===== config.mk =====
export PLATFORM = sky130hd
export DESIGN_NAME = jpeg_mcu_scheduler
export DESIGN_NICKNAME = d
export VERILOG_FILES = /design/src/rtl/jpeg_pkg.sv /design/src/rtl/jpeg_code_mux.sv /design/src/rtl/jpeg_mcu_scheduler.sv
export SDC_FILE = /design/constraint.sdc
export NUM_CORES = 1
export LEC_CHECK = 0
export ABC_AREA = 1
export BUFFER_PORTS_ARGS = -buffer_cell sky130_fd_sc_hd__buf_2
export CAP_MARGIN = 15
export CORE_AREA = 3 3 107 109
export DETAILED_ROUTE_END_ITERATION = 8
export DIE_AREA = 0 0 110 112
export PLACE_DENSITY_LB_ADDON = 0.05
export SYNTH_ARGS = -nofsm -noshare
export SYNTH_HDL_FRONTEND = slang
export SYNTH_SLANG_ARGS = --single-unit

===== constraint.sdc =====
create_clock -name clock -period 1.53 [get_ports clock]
set_input_delay 0.153 -clock clock [delete_from_list [all_inputs] [get_ports clock]]
set_output_delay 0.153 -clock clock [all_outputs]
set_load 0.03 [all_outputs]

===== src/rtl/jpeg_pkg.sv =====
// jpeg_pkg
//   Shared definitions for the JPEG MCU scheduler slice: block-phase state
//   encodings, channel index constants, the default block size and a helper
//   that turns the grayscale flag into a channel-activity mask.
package jpeg_pkg;

  localparam int BLK_PIX_DEF = 64;

  localparam int CH_Y  = 0;
  localparam int CH_CB = 1;
  localparam int CH_CR = 2;

  localparam logic [2:0] ST_LOAD    = 3'd0;
  localparam logic [2:0] ST_DRAIN   = 3'd1;
  localparam logic [2:0] ST_DCT     = 3'd2;
  localparam logic [2:0] ST_DCT_END = 3'd3;
  localparam logic [2:0] ST_ZIGZAG  = 3'd4;
  localparam logic [2:0] ST_ZZ_WAIT = 3'd5;
  localparam logic [2:0] ST_HUFF    = 3'd6;
  localparam logic [2:0] ST_EMIT    = 3'd7;

  // Grayscale keeps only luminance alive; colour keeps every channel.
  function automatic logic [3:0] act_mask(input logic gray);
    return gray ? 4'b0001 : 4'b1111;
  endfunction

endpackage


===== src/rtl/jpeg_code_mux.sv =====
// jpeg_code_mux
//   Selects one per-channel Huffman code stream and forwards it to the merged
//   output; the downstream ready is steered back to the selected channel only.
//   Ports:
//     en_i          forwarding enabled (scheduler in its emit phase)
//     sel_i         channel being forwarded
//     code_valid_i  per-channel code available
//     code_last_i   per-channel last-code flag
//     code_i        packed codes, channel i at [i*CODE_W +: CODE_W]
//     len_i         packed code lengths, same packing
//     ready_i       downstream accept
//     code_ready_o  per-channel pop, only on the selected channel
//     valid_o       merged valid
//     last_o        last flag of the selected channel
//     code_o/len_o  selected code and length
module jpeg_code_mux #(
  parameter int NUM_CH = 3,
  parameter int CODE_W = 16,
  parameter int LEN_W  = 8
) (
  input  logic                     en_i,
  input  logic [1:0]               sel_i,
  input  logic [NUM_CH-1:0]        code_valid_i,
  input  logic [NUM_CH-1:0]        code_last_i,
  input  logic [NUM_CH*CODE_W-1:0] code_i,
  input  logic [NUM_CH*LEN_W-1:0]  len_i,
  input  logic                     ready_i,
  output logic [NUM_CH-1:0]        code_ready_o,
  output logic                     valid_o,
  output logic                     last_o,
  output logic [CODE_W-1:0]        code_o,
  output logic [LEN_W-1:0]         len_o
);

  always_comb begin
    code_ready_o = '0;
    valid_o      = 1'b0;
    last_o       = 1'b0;
    code_o       = '0;
    len_o        = '0;
    for (int i = 0; i < NUM_CH; i++) begin
      if (sel_i == 2'(i)) begin
        valid_o         = en_i & code_valid_i[i];
        last_o          = code_last_i[i];
        code_o          = code_i[i*CODE_W +: CODE_W];
        len_o           = len_i[i*LEN_W +: LEN_W];
        code_ready_o[i] = en_i & ready_i;
      end
    end
  end

endmodule


===== src/rtl/jpeg_mcu_scheduler.sv =====
// jpeg_mcu_scheduler
//   Block-level sequencer for the per-channel JPEG encoders. Accepts BLK_PIX
//   pixels, strobes the channel loads behind the colour converter, runs the
//   DCT / zigzag / Huffman phases, then merges each channel's code stream in
//   channel order into one ready/valid output.
//   Ports:
//     clock, reset_n       clock, asynchronous active-low reset
//     gray_mode            luminance-only block, taken at the block's first pixel
//     pix_valid/pix_ready  pixel handshake (ready only while loading)
//     ch_load_en           per-channel load strobe, aligned to converter output
//     ch_dct_en/_dct_end   DCT run enable and end pulse
//     ch_zz_en             zigzag pulse
//     ch_huff_start        Huffman start pulse
//     ch_code_*            per-channel code streams and their pop
//     out_*                merged code stream, source channel, block-end flag
//     blk_count            completed blocks, wrapping
module jpeg_mcu_scheduler
  import jpeg_pkg::*;
#(
  parameter int NUM_CH   = 3,
  parameter int BLK_PIX  = BLK_PIX_DEF,
  parameter int CONV_LAT = 1,
  parameter int DCT_CYC  = 8,
  parameter int ZZ_CYC   = 4,
  parameter int CODE_W   = 16,
  parameter int LEN_W    = 8
) (
  input  logic                     clock,
  input  logic                     reset_n,
  input  logic                     gray_mode,
  input  logic                     pix_valid,
  output logic                     pix_ready,
  output logic [NUM_CH-1:0]        ch_load_en,
  output logic [NUM_CH-1:0]        ch_dct_en,
  output logic [NUM_CH-1:0]        ch_dct_end,
  output logic [NUM_CH-1:0]        ch_zz_en,
  output logic [NUM_CH-1:0]        ch_huff_start,
  input  logic [NUM_CH-1:0]        ch_code_valid,
  input  logic [NUM_CH-1:0]        ch_code_last,
  input  logic [NUM_CH*CODE_W-1:0] ch_code,
  input  logic [NUM_CH*LEN_W-1:0]  ch_code_len,
  output logic [NUM_CH-1:0]        ch_code_ready,
  output logic                     out_valid,
  input  logic                     out_ready,
  output logic [CODE_W-1:0]        out_code,
  output logic [LEN_W-1:0]         out_len,
  output logic [1:0]               out_ch,
  output logic                     out_blk_last,
  output logic [15:0]              blk_count
);

  logic [2:0]  state_q, state_d;
  logic [6:0]  pix_cnt_q, pix_cnt_d;
  logic [15:0] cyc_cnt_q, cyc_cnt_d;
  logic [1:0]  cur_ch_q, cur_ch_d;
  logic [15:0] blk_cnt_q, blk_cnt_d;
  logic        gray_q, gray_d;
  logic        dct_en_q, dct_end_q, zz_q, huff_q;

  logic              pix_hs, load_strobe;
  logic              mux_valid, mux_last, code_hs;
  logic [1:0]        last_ch;
  logic [3:0]        act_full, act_ld_full;
  logic [NUM_CH-1:0] act, act_ld, mux_ready;

  assign pix_ready = (state_q == ST_LOAD);
  assign pix_hs    = pix_valid & pix_ready;

  assign act_full    = act_mask(gray_q);
  assign act         = act_full[NUM_CH-1:0];
  // With no converter latency the first strobe coincides with the pixel that
  // sets the mask, so load strobes look at the mask being latched.
  assign act_ld_full = act_mask(gray_d);
  assign act_ld      = act_ld_full[NUM_CH-1:0];

  // Active channels are always a contiguous run from luminance, so the last
  // active channel is either 0 (grayscale) or the top channel.
  assign last_ch = gray_q ? 2'd0 : 2'(NUM_CH - 1);

  generate
    if (CONV_LAT == 0) begin : g_no_lat
      assign load_strobe = pix_hs;
    end else begin : g_lat
      logic [CONV_LAT-1:0] load_sr_q;
      // Delay line matching the colour converter so each load strobe meets
      // the converted pixel.
      always_ff @(posedge clock or negedge reset_n) begin
        if (!reset_n) begin
          load_sr_q <= '0;
        end else begin
          load_sr_q[0] <= pix_hs;
          for (int i = 1; i < CONV_LAT; i++) load_sr_q[i] <= load_sr_q[i-1];
        end
      end
      assign load_strobe = load_sr_q[CONV_LAT-1];
    end
  endgenerate

  jpeg_code_mux #(
    .NUM_CH (NUM_CH),
    .CODE_W (CODE_W),
    .LEN_W  (LEN_W)
  ) u_code_mux (
    .en_i         (state_q == ST_EMIT),
    .sel_i        (cur_ch_q),
    .code_valid_i (ch_code_valid),
    .code_last_i  (ch_code_last),
    .code_i       (ch_code),
    .len_i        (ch_code_len),
    .ready_i      (out_ready),
    .code_ready_o (mux_ready),
    .valid_o      (mux_valid),
    .last_o       (mux_last),
    .code_o       (out_code),
    .len_o        (out_len)
  );

  assign code_hs       = mux_valid & out_ready;
  assign out_valid     = mux_valid;
  assign out_ch        = cur_ch_q;
  assign out_blk_last  = mux_valid & mux_last & (cur_ch_q == last_ch);
  assign ch_code_ready = mux_ready & act;
  assign ch_load_en    = load_strobe ? act_ld : '0;
  assign ch_dct_en     = dct_en_q  ? act : '0;
  assign ch_dct_end    = dct_end_q ? act : '0;
  assign ch_zz_en      = zz_q      ? act : '0;
  assign ch_huff_start = huff_q    ? act : '0;
  assign blk_count     = blk_cnt_q;

  always_comb begin
    state_d   = state_q;
    pix_cnt_d = pix_cnt_q;
    cyc_cnt_d = cyc_cnt_q;
    cur_ch_d  = cur_ch_q;
    blk_cnt_d = blk_cnt_q;
    gray_d    = gray_q;
    if (pix_hs && pix_cnt_q == 7'd0) gray_d = gray_mode;
    case (state_q)
      ST_LOAD: begin
        if (pix_hs) begin
          if (pix_cnt_q == 7'(BLK_PIX - 1)) begin
            pix_cnt_d = '0;
            cyc_cnt_d = '0;
            state_d   = (CONV_LAT == 0) ? ST_DCT : ST_DRAIN;
          end else begin
            pix_cnt_d = pix_cnt_q + 7'd1;
          end
        end
      end
      ST_DRAIN: begin
        if (cyc_cnt_q == 16'(CONV_LAT - 1)) begin
          cyc_cnt_d = '0;
          state_d   = ST_DCT;
        end else begin
          cyc_cnt_d = cyc_cnt_q + 16'd1;
        end
      end
      ST_DCT: begin
        if (cyc_cnt_q == 16'(DCT_CYC - 1)) begin
          cyc_cnt_d = '0;
          state_d   = ST_DCT_END;
        end else begin
          cyc_cnt_d = cyc_cnt_q + 16'd1;
        end
      end
      ST_DCT_END: state_d = ST_ZIGZAG;
      ST_ZIGZAG:  state_d = ST_ZZ_WAIT;
      ST_ZZ_WAIT: begin
        if (cyc_cnt_q == 16'(ZZ_CYC - 1)) begin
          cyc_cnt_d = '0;
          state_d   = ST_HUFF;
        end else begin
          cyc_cnt_d = cyc_cnt_q + 16'd1;
        end
      end
      ST_HUFF: begin
        state_d  = ST_EMIT;
        cur_ch_d = 2'(CH_Y);
      end
      ST_EMIT: begin
        if (code_hs && mux_last) begin
          if (cur_ch_q == last_ch) begin
            state_d   = ST_LOAD;
            blk_cnt_d = blk_cnt_q + 16'd1;
          end else begin
            cur_ch_d = cur_ch_q + 2'd1;
          end
        end
      end
      default: state_d = ST_LOAD;
    endcase
  end

  // Phase outputs decode the next state so each is high exactly while the
  // scheduler sits in the matching state.
  always_ff @(posedge clock or negedge reset_n) begin
    if (!reset_n) begin
      state_q   <= ST_LOAD;
      pix_cnt_q <= '0;
      cyc_cnt_q <= '0;
      cur_ch_q  <= '0;
      blk_cnt_q <= '0;
      gray_q    <= 1'b0;
      dct_en_q  <= 1'b0;
      dct_end_q <= 1'b0;
      zz_q      <= 1'b0;
      huff_q    <= 1'b0;
    end else begin
      state_q   <= state_d;
      pix_cnt_q <= pix_cnt_d;
      cyc_cnt_q <= cyc_cnt_d;
      cur_ch_q  <= cur_ch_d;
      blk_cnt_q <= blk_cnt_d;
      gray_q    <= gray_d;
      dct_en_q  <= (state_d == ST_DCT);
      dct_end_q <= (state_d == ST_DCT_END);
      zz_q      <= (state_d == ST_ZIGZAG);
      huff_q    <= (state_d == ST_HUFF);
    end
  end

endmodule


==> results of run 1 <==
-- cells by family after synthesis --
| family | after synthesis | synth area share (%) |
|---|---|---|
| AOI/OAI and AO/OA | 83 | 14.10 |
| xor gates and xnor gates | 22 | 5.411 |
| adders and majority gates | 8 | 2.706 |
| and+or+nand+nor | 272 | 33.21 |
| DFF | 50 | 33.82 |
| buffers and inverters | 86 | 10.75 |
-- synth_stat cells, drive strengths merged --
master,instances,area [µm²]
a21o,1,7.510
nor4,1,6.260
nor2,51,252.7
a22oi,24,180.2
buf,20,148.9
a21oi,6,30.03
o22ai,1,6.260
nor3b,2,15.01
xnor2,13,121.4
xor2,9,78.83
and3,1,6.260
dfrtp,50,1251
ha,8,100.1
nand3,34,185.2
nand3b,2,15.01
clkbuf,9,33.78
or2,3,18.77
o21ai,41,216.5
clkinv,1,5.000
o211ai,2,15.01
nand4,11,75.07
o311ai,5,43.80
o31ai,3,22.52
inv,56,210.2
nand2,157,599.3
nor3,10,55.05
-- worst register-to-register path: cells and delay by family, from the launching register on --
family	cells	cell delay [ns]
fa+ha+maj	1	0.15
flops	1	0.45
buf+inv	4	0.44
compound gates	1	0.05
simple gates	7	0.68
-- power by group through the flow --
stage,combinational [W],sequential (W),clock [W]
2_1_floorplan,0.00385,0.00176,0
4_1_cts,0.00626,0.00157,0.000893
3_5_place_dp,0.00538,0.00160,0
3_3_place_gp,0.00532,0.00159,0
6_report,0.00695,0.00157,0.000856
5_1_grt,0.00739,0.00160,0.000935
-- layout make-up --
| class | count | share of cell area (%) |
|---|---|---|
| clock buffers | 5 | 1.058 |
| clock inverters | 3 | 0.4424 |
| inverters | 57 | 3.751 |
| multi-input cells | 385 | 44.01 |
| flip-flops and latches | 50 | 19.31 |
| well taps | 140 | 2.693 |
| repair buffers | 246 | 28.56 |
| repair inverters | 1 | 0.1731 |
-- placed cells by master (no fill, tap or decap), types with 3 or more instances in the layout --
cell | synthesis | final
nand2_4 | 0 | 5
nor2_4 | 3 | 14
clkinv_4 | 0 | 3
nand2_2 | 4 | 35
inv_1 | 52 | 42
inv_4 | 0 | 8
ha_4 | 0 | 3
buf_8 | 0 | 5
clkbuf_8 | 0 | 5
o21ai_4 | 0 | 25
nor3_4 | 0 | 3
nand2_1 | 153 | 117
nand3_2 | 3 | 6
o21ai_2 | 3 | 7
nand4_1 | 10 | 10
buf_6 | 3 | 49
nor3_1 | 9 | 6
nand3_1 | 31 | 26
nor2_2 | 9 | 7
o21ai_0 | 34 | 4
buf_4 | 12 | 72
dfrtp_1 | 50 | 46
dfrtp_2 | 0 | 4
buf_2 | 5 | 114
o311ai_2 | 0 | 5
ha_1 | 8 | 3
xnor2_1 | 12 | 12
xor2_1 | 9 | 9
nor2_1 | 38 | 29
o21ai_1 | 4 | 5
buf_12 | 0 | 3
a22oi_2 | 0 | 24
a21oi_1 | 6 | 4
inv_2 | 4 | 5
-- worst paths after layout --
check	to	slack, ns	depth (start not counted)
max	out_len[3]	-0.34	7
min	g_lat.load_sr_q	0.26	4
max reg2reg	blk_count[14]	-0.31	13
min reg2reg	blk_count[5]	0.55	1
max in group asynchronous	cyc_cnt_q[5]	0.92	3
min in group asynchronous	blk_count[12]	0.33	3
-- layer usage --
layer / vias up / share of wire [%] / global-route usage (%)
met5: - / 0 / 0
met4: 0 / 1.5 / 4.572
met3: 14 / 5.3 / 2.783
met2: 100 / 52 / 34.39
met1: 1978 / 41 / 23.22
li1: 2152 / - / -
-- what timing repair did --
action	in CTS	in global routing
gates cloned	1	2
setup endpoints to repair	68	73
gates resized for setup	102	101
buffers inserted	10	13
hold endpoints to repair	50	0
hold buffers	1	0
pin swaps	19	38
-- sequential cells by signal (all words and copies together) (netlist names) --
register	cells
blk_count	16
cyc_cnt_q	16
pix_cnt_q	7
state_q	3
out_ch	2
dct_en_q	1
dct_end_q	1
g_lat.load_sr_q	1
gray_q	1
huff_q	1
zz_q	1
-- stage by stage --
step	setup WS (ns)	utilization (%)	hold WS, ns	std cells	instance area [µm²]
floorplan	-0.3426	-	-0.1426	521	4274
global placement	-0.1726	51.51	0.1689	857	5510
detailed placement	-0.2307	51.51	0.1715	857	5510
CTS	-0.3834	56.14	0.2488	874	6006
global route	-0.4327	60.81	0.2871	887	6505
finish	-0.3383	60.81	0.2623	887	6505
==> flow_summary.ini, run 1 <==
[status]
status = finished with violations
violations = negative setup slack

[setup_path]
worstPathCellList = inv_4 > ha_4 > nor2_8 > buf_8 > a22oi_2 > o21ai_4 > buf_6
timing_worst_setup_path_type = reg2out
r2r-start = out_ch[0]
critPathMaxStageDelay_ns = 0.45
critical-path-top-delay-family = flip-flops
cp.arrival_ns = 1.72
worst-path-buf-inv = 3
crit_fanout = 9
cp-end-kind = primary output
cp_slowest_cell = dfrtp_2
critPathRequiredTime_ns = 1.38
crit_start = out_ch[1]
critical_path.startpoint_type = flop

[yosys]
ys_warn_count = 0
yosysSeqAreaShare_pct = 33.82
synth-seq-cells = 50
syn_avg_cell_area_um2 = 7.101
ys_types = 41
synthesis.area_um2 = 3700
syn_nets = 612
syn-instance-count = 521

[floorplan]
die_h_um = 112
rows = 38
core-area_um2 = 10700
design.die.area_um2 = 12320
start_util_pct = 34.58
io_pins = 146
die_x_um = 110

[route]
drt_iter0_markers = 131
dr.pass1.iters = 4
drc = 0
vias = 4244
postRouteAntennaNets = 0
finalWirelength_mm = 12.36
wire_per_inst_um = 13.94
post_drt_via_cell_ratio = 4.785

[final_layout]
num-fill-cells = 949
area_delta_synth_final_pct = 75.82
multi_input_area_um2 = 2863
drive_gt1_share_pct = 56.63
antenna_cells = 0
final_nets = 837
regArea_um2 = 1256

[clock_network]
h-tree-depth = 2
cts_root_buf = clkbuf_8
numCtsBuffers = 5
clock-sinks = 50
clk_path_buf_depth = 2
cts_tree = yes
clkTransAtPathRegs_ns = 0.10
clk_latency_ns = 0.32

[power_and_ir_drop]
p_leak_nw = 3.200
internal_power_w = 0.005010
p_total_w = 0.009376
p_per_area_nw_per_um2 = 1441
swShare_pct = 46.57
ir_drop_mv = 1.121
seq_power_share_pct = 16.8
clkPwrFrac_pct = 9.1
p_switching_w = 0.004366
p_comb_share_pct = 74.1

[sta]
finalSetupViolCount = 57
final_hold_viol_count = 0
min_period_ns = 1.868
skew_ns = 0.02030
post-route-period-util_pct = 122.1
fmax_mhz = 535.2
tightest_slew_ns = 0.2825
slew_violations = 0
setup-tns-final_ns = -14.64
max_slew_margin_pct = 81.02
fin_ws_ns = -0.3383
rsz0062_at_grt = true

[hold_path]
hold_start = pix_valid
hp-class = in2reg

[place]
gp_congestion = 0.8110
hpwl_mm = 9.182
io_buffers = 145

[job]
maxCapViolCount = 0

[global_routing]
grt_pass1_vias = 4197
grt-ovfl-total = 0
grt_pass1_wl_mm = 19.20
grt_max_degree = 51
antenna_found_initial = 0
grt_use_total_pct = 18.98
Power figures use the tool's default switching activity.
==> inputs of run 2 (changes only) <==
==> constraint.sdc (replaced) <==
create_clock -name clock -period 1.55 [get_ports clock]
set_input_delay 0.155 -clock clock [delete_from_list [all_inputs] [get_ports clock]]
set_output_delay 0.155 -clock clock [all_outputs]
set_load 0.03 [all_outputs]
==> run 2 against run 1 <==
Net effect:
- the flow still finishes with violations (negative setup slack)
- sequential share of layout area increased by 0.98 points
- via count decreased by 2.0%
- power decreased by 6.0%
- cell count decreased by 1.0%
- utilization decreased by 2.9 points
- largest power group unchanged
==> flow_summary.ini, run 2 (synthesized netlist as in run 1, its figures left out) <==
[status]
status = finished with violations
violations = negative setup slack

[final_layout]
area_delta_synth_final_pct = 67.30
layout_commonest_cell = nand2_1
drive_gt1_share_pct = 52.17
design_area_um2 = 6190
antenna_cells = 0
final_cell_mix = nand2_1, buf_2, buf_4
final_nets = 828
num-fill-cells = 1016

[floorplan]
die_h_um = 112
die_x_um = 110
start_util_pct = 34.58
core-area_um2 = 10700
rows = 38
io_pins = 146
design.die.area_um2 = 12320

[job]
maxCapViolCount = 0

[setup_path]
rrSetupSlack_ns = -0.35
ff2ff_path_depth = 13
timing_worst_setup_path_type = reg2reg
critical_path.startpoint_type = flop
critPathRequiredTime_ns = 1.76
critPathCapture = blk_count[14]
crit_fanout = 8
crit_start = out_ch[1]
r2r-start = out_ch[1]
cp-end-kind = flop
r2r_end = blk_count[14]
cp.arrival_ns = 2.11

[sta]
post-route-period-util_pct = 122.7
fmax_mhz = 525.7
final_hold_viol_count = 0
finalSetupViolCount = 52
fin_ws_ns = -0.3524
rsz0062_at_grt = true
min_period_ns = 1.902
slew_violations = 0
max_slew_margin_pct = 79.71
tightest_slew_ns = 0.3020
setup-tns-final_ns = -15.24
skew_ns = 0.009635

[power_and_ir_drop]
p_per_area_nw_per_um2 = 1425
p_leak_nw = 3.093
p_total_w = 0.008818
ir_drop_mv = 1.201

[hold_path]
hp-class = in2reg

[clock_network]
numCtsBuffers = 5
clock-sinks = 50
clkTransAtPathRegs_ns = 0.11
cts_root_buf = clkbuf_8
cts_tree = yes
h-tree-depth = 2
clk_path_buf_depth = 2
clk_latency_ns = 0.31

[route]
drc = 0
dr.pass1.iters = 4
postRouteAntennaNets = 0
post_drt_via_cell_ratio = 4.735
finalWirelength_mm = 12.23
vias = 4157
drt_iter0_markers = 190
wire_per_inst_um = 13.93

[global_routing]
grt-ovfl-total = 0
grt_use_total_pct = 18.87
antenna_found_initial = 0
grt_max_degree = 51
grt_pass1_vias = 4065
grt_pass1_wl_mm = 18.75

[place]
io_buffers = 145
hpwl_mm = 9.168
gp_congestion = 0.8217
place_area_um2 = 5351
==> run 2: cell type report <==
cell class | count | area (µm²) | share of cell area, %
tap | 140 | 175.2 | 2.830
multi-input combinational | 387 | 2733 | 44.15
timing repair buffer | 235 | 1690 | 27.31
clock inverter | 3 | 23.77 | 0.3841
timing repair inverter | 1 | 6.256 | 0.1011
inverter | 57 | 236.5 | 3.820
clock buffer | 5 | 68.82 | 1.112
sequential | 50 | 1256 | 20.30
==> run 2: worst max-delay path: stages, from the launching register on <==
cell and delay (ns):
dfrtp_2 0.46, inv_4 0.09, ha_4 0.14, inv_4 0.05
nor2_8 0.12, nand2_2 0.06, nand2_2 0.07, nand2_2 0.08
buf_4 0.15, nor2_4 0.17, nand2_4 0.13, buf_6 0.16
nand2_1 0.05, o21ai_1 0.06
==> run 2: through the flow <==
stage | utilization [%] | setup WS [ns] | hold WS (ns) | std cells
after floorplan | - | -0.3246 | -0.1406 | 521
after global placement | 50.02 | -0.1944 | 0.1679 | 843
after detailed placement | 50.02 | -0.2148 | 0.1718 | 843
after CTS | 54.71 | -0.3733 | 0.2362 | 863
after global routing | 57.86 | -0.4675 | 0.2659 | 878
final | 57.86 | -0.3524 | 0.2680 | 878
==> run 2: power by group <==
part           internal (W)  leakage (nW)  switching, W  total, W
registers           0.00143         0.622      0.000143   0.00158
logic               0.00290          2.43       0.00353   0.00642
clock network      0.000324        0.0408      0.000494  0.000818
total               0.00465          3.09       0.00416   0.00882
==> run 2: per-layer routing <==
layer | part of all wire [%] | global-route usage (%)
met4 | 0.81 | 3.325
met2 | 53 | 35.52
met5 | 0 | 0
met1 | 41 | 22.39
met3 | 5.1 | 2.841
==> run 2: how the worst min path moves through the flow <==
stage,start,to,slack (ns),depth (start not counted)
after floorplan,reset_n,blk_count[0],-0.14,0
after global placement,reset_n,blk_count[12],0.17,2
after detailed placement,reset_n,blk_count[12],0.17,2
after CTS,gray_mode,gray_q,0.24,4
after global routing,pix_valid,g_lat.load_sr_q,0.27,4
final,pix_valid,g_lat.load_sr_q,0.27,4
==> run 2: repair_timing <==
| action | in CTS | in global routing |
|---|---|---|
| pin swaps | 19 | 17 |
| endpoints found under the setup margin | 59 | 72 |
| gates resized for setup | 95 | 64 |
| buffers inserted | 11 | 16 |
| hold buffers | 1 | 0 |
| cloned | 1 | 2 |
| endpoints found under the hold margin | 50 | 0 |
==> inputs of run 3 (changes only) <==
==> constraint.sdc (replaced) <==
create_clock -name clock -period 1.55 [get_ports clock]
set_input_delay 0.155 -clock clock [delete_from_list [all_inputs] [get_ports clock]]
set_output_delay 0.155 -clock clock [all_outputs]
set_load 0.1 [all_outputs]
==> run 3 against run 2 <==
Net effect:
- non-clock buffer count decreased by 7
- global-route usage increased by 0.41 points
- cell count shrank 0.91%
- first-iteration DRC count fell by 28%
- setup slack worse by 0.16 ns
- routed wire length up 1.7%
- sequential cell count stayed put
- the flow still finishes with violations (negative setup slack)
- sequential power about the same
- clock skew grew 0.0050 ns
- highest routed layer unchanged
- critical path type is now reg2out
- power up 47%
- hold slack lost 0.023 ns
- clock-buffer cell count unchanged
==> flow_summary.ini, run 3 (synthesized netlist as in run 1, its figures left out) <==
[status]
status = finished with violations
violations = negative setup slack

[setup_path]
critPathRequiredTime_ns = 1.39
cp-end-kind = primary output
timing_worst_setup_path_type = reg2out
crit_fanout = 6
r2r-start = out_ch[0]
cp.arrival_ns = 1.90
critical_path.startpoint_type = flop
crit_start = out_ch[1]

[clock_network]
clock-sinks = 50
numCtsBuffers = 5
clk_path_buf_depth = 2
cts_tree = yes
h-tree-depth = 2
clkTransAtPathRegs_ns = 0.10
clk_latency_ns = 0.31
cts_root_buf = clkbuf_8

[final_layout]
antenna_cells = 0
layout_commonest_cell = nand2_1
num-fill-cells = 931
final_cell_mix = nand2_1, buf_2, buf_4
multi_input_area_um2 = 2799
regArea_um2 = 1270
final_nets = 820
layoutNonFillerInstCount = 870
drive_gt1_share_pct = 53.84
design_area_um2 = 6691
area_delta_synth_final_pct = 80.86

[floorplan]
core-area_um2 = 10700
start_util_pct = 34.58
die_x_um = 110
io_pins = 146
design.die.area_um2 = 12320
rows = 38
die_h_um = 112

[global_routing]
grt_max_degree = 18
antenna_found_initial = 0
grt-ovfl-total = 0
grt_use_total_pct = 19.28
grt_pass1_vias = 4154
grt_pass1_wl_mm = 19.34

[route]
drc = 0
wire_per_inst_um = 14.30
postRouteAntennaNets = 0
finalWirelength_mm = 12.44
post_drt_via_cell_ratio = 4.802
dr.pass1.iters = 4
vias = 4178
drt_iter0_markers = 136

[sta]
fin_ws_ns = -0.5093
slew_violations = 0
post-route-period-util_pct = 132.9
tightest_slew_ns = 0.5103
rsz0062_at_grt = true
skew_ns = 0.01464
fmax_mhz = 485.6
finalSetupViolCount = 53
final_hold_viol_count = 0
max_slew_margin_pct = 66.21
min_period_ns = 2.059

[place]
hpwl_mm = 9.643
io_buffers = 145
place_inst = 836
post-place-ws_ns = -0.2473
place_area_um2 = 6071
gp_congestion = 0.8524

[power_and_ir_drop]
p_total_w = 0.01300
ir_drop_mv = 1.530
p_leak_nw = 3.159
p_per_area_nw_per_um2 = 1942

[hold_path]
hp-class = in2async

[job]
maxCapViolCount = 0
[run 3: cell count changes in the layout (fill, tap and decap cells not counted), sizes merged]
cell    before  now
clkbuf       6    7
inv         58   53
clkinv       1    4
buf        233  225
bufinv       0    1
[run 3: timing repair]
| action | in CTS | in global routing |
|---|---|---|
| hold buffers | 1 | 0 |
| setup endpoints to repair | 68 | 72 |
| setup buffers | 11 | 15 |
| endpoints found under the hold margin | 10 | 0 |
| gates resized for setup | 25 | 57 |
| pin swaps | 14 | 39 |
| cloned | 1 | 3 |
[run 3: critical path, cell delays in order, from the launching register on]
cell	delay (ns)
dfrtp_4	0.54
inv_6	0.09
ha_4	0.23
clkinv_4	0.08
nand3_2	0.07
nand2_2	0.07
nand2_2	0.07
buf_4	0.11
buf_6	0.09
clkinvlp_4	0.08
buf_12	0.17
[run 3: cell type report]
class | instances | area share, %
sequential | 50 | 18.98
tap | 140 | 2.618
multi-input combinational | 387 | 41.83
clock buffer | 5 | 1.028
inverter | 57 | 3.721
timing repair buffer | 228 | 31.17
clock inverter | 3 | 0.6545
[run 3: path summary, 6_finish.rpt]
path | to | slack [ns] | depth (start not counted)
max | out_valid | -0.51 | 10
min | blk_count[11] | 0.24 | 2
max reg2reg | blk_count[2] | -0.46 | 14
min reg2reg | cyc_cnt_q[8] | 0.54 | 2
max in group asynchronous | state_q[2] | 0.75 | 3
min in group clock | gray_q | 0.25 | 4
[run 3: report_power, final]
group          total, W  internal (W)  switching, W
Sequential      0.00160       0.00145      0.000155
Combinational    0.0104       0.00390       0.00655
Clock          0.000946      0.000485      0.000461
Total            0.0130       0.00583       0.00717
[run 3: stage by stage]
stage / hold slack (ns) / util [%] / setup TNS (ns)
after floorplan: -0.1406 / - / -29.96
after global placement: 0.05664 / 56.75 / -8.428
after detailed placement: 0.06525 / 56.75 / -10.01
after CTS: 0.2439 / 59.66 / -21.54
after global routing: 0.2689 / 62.55 / -27.34
final: 0.2447 / 62.55 / -21.62
[run 3: metal layers]
layer / share of wire [%] / vias up / track usage, %
li1: - / 2114 / -
met1: 38 / 1943 / 21.87
met2: 54 / 106 / 36.53
met3: 6.3 / 15 / 3.594
met4: 1.7 / 0 / 4.239
met5: 0 / - / 0
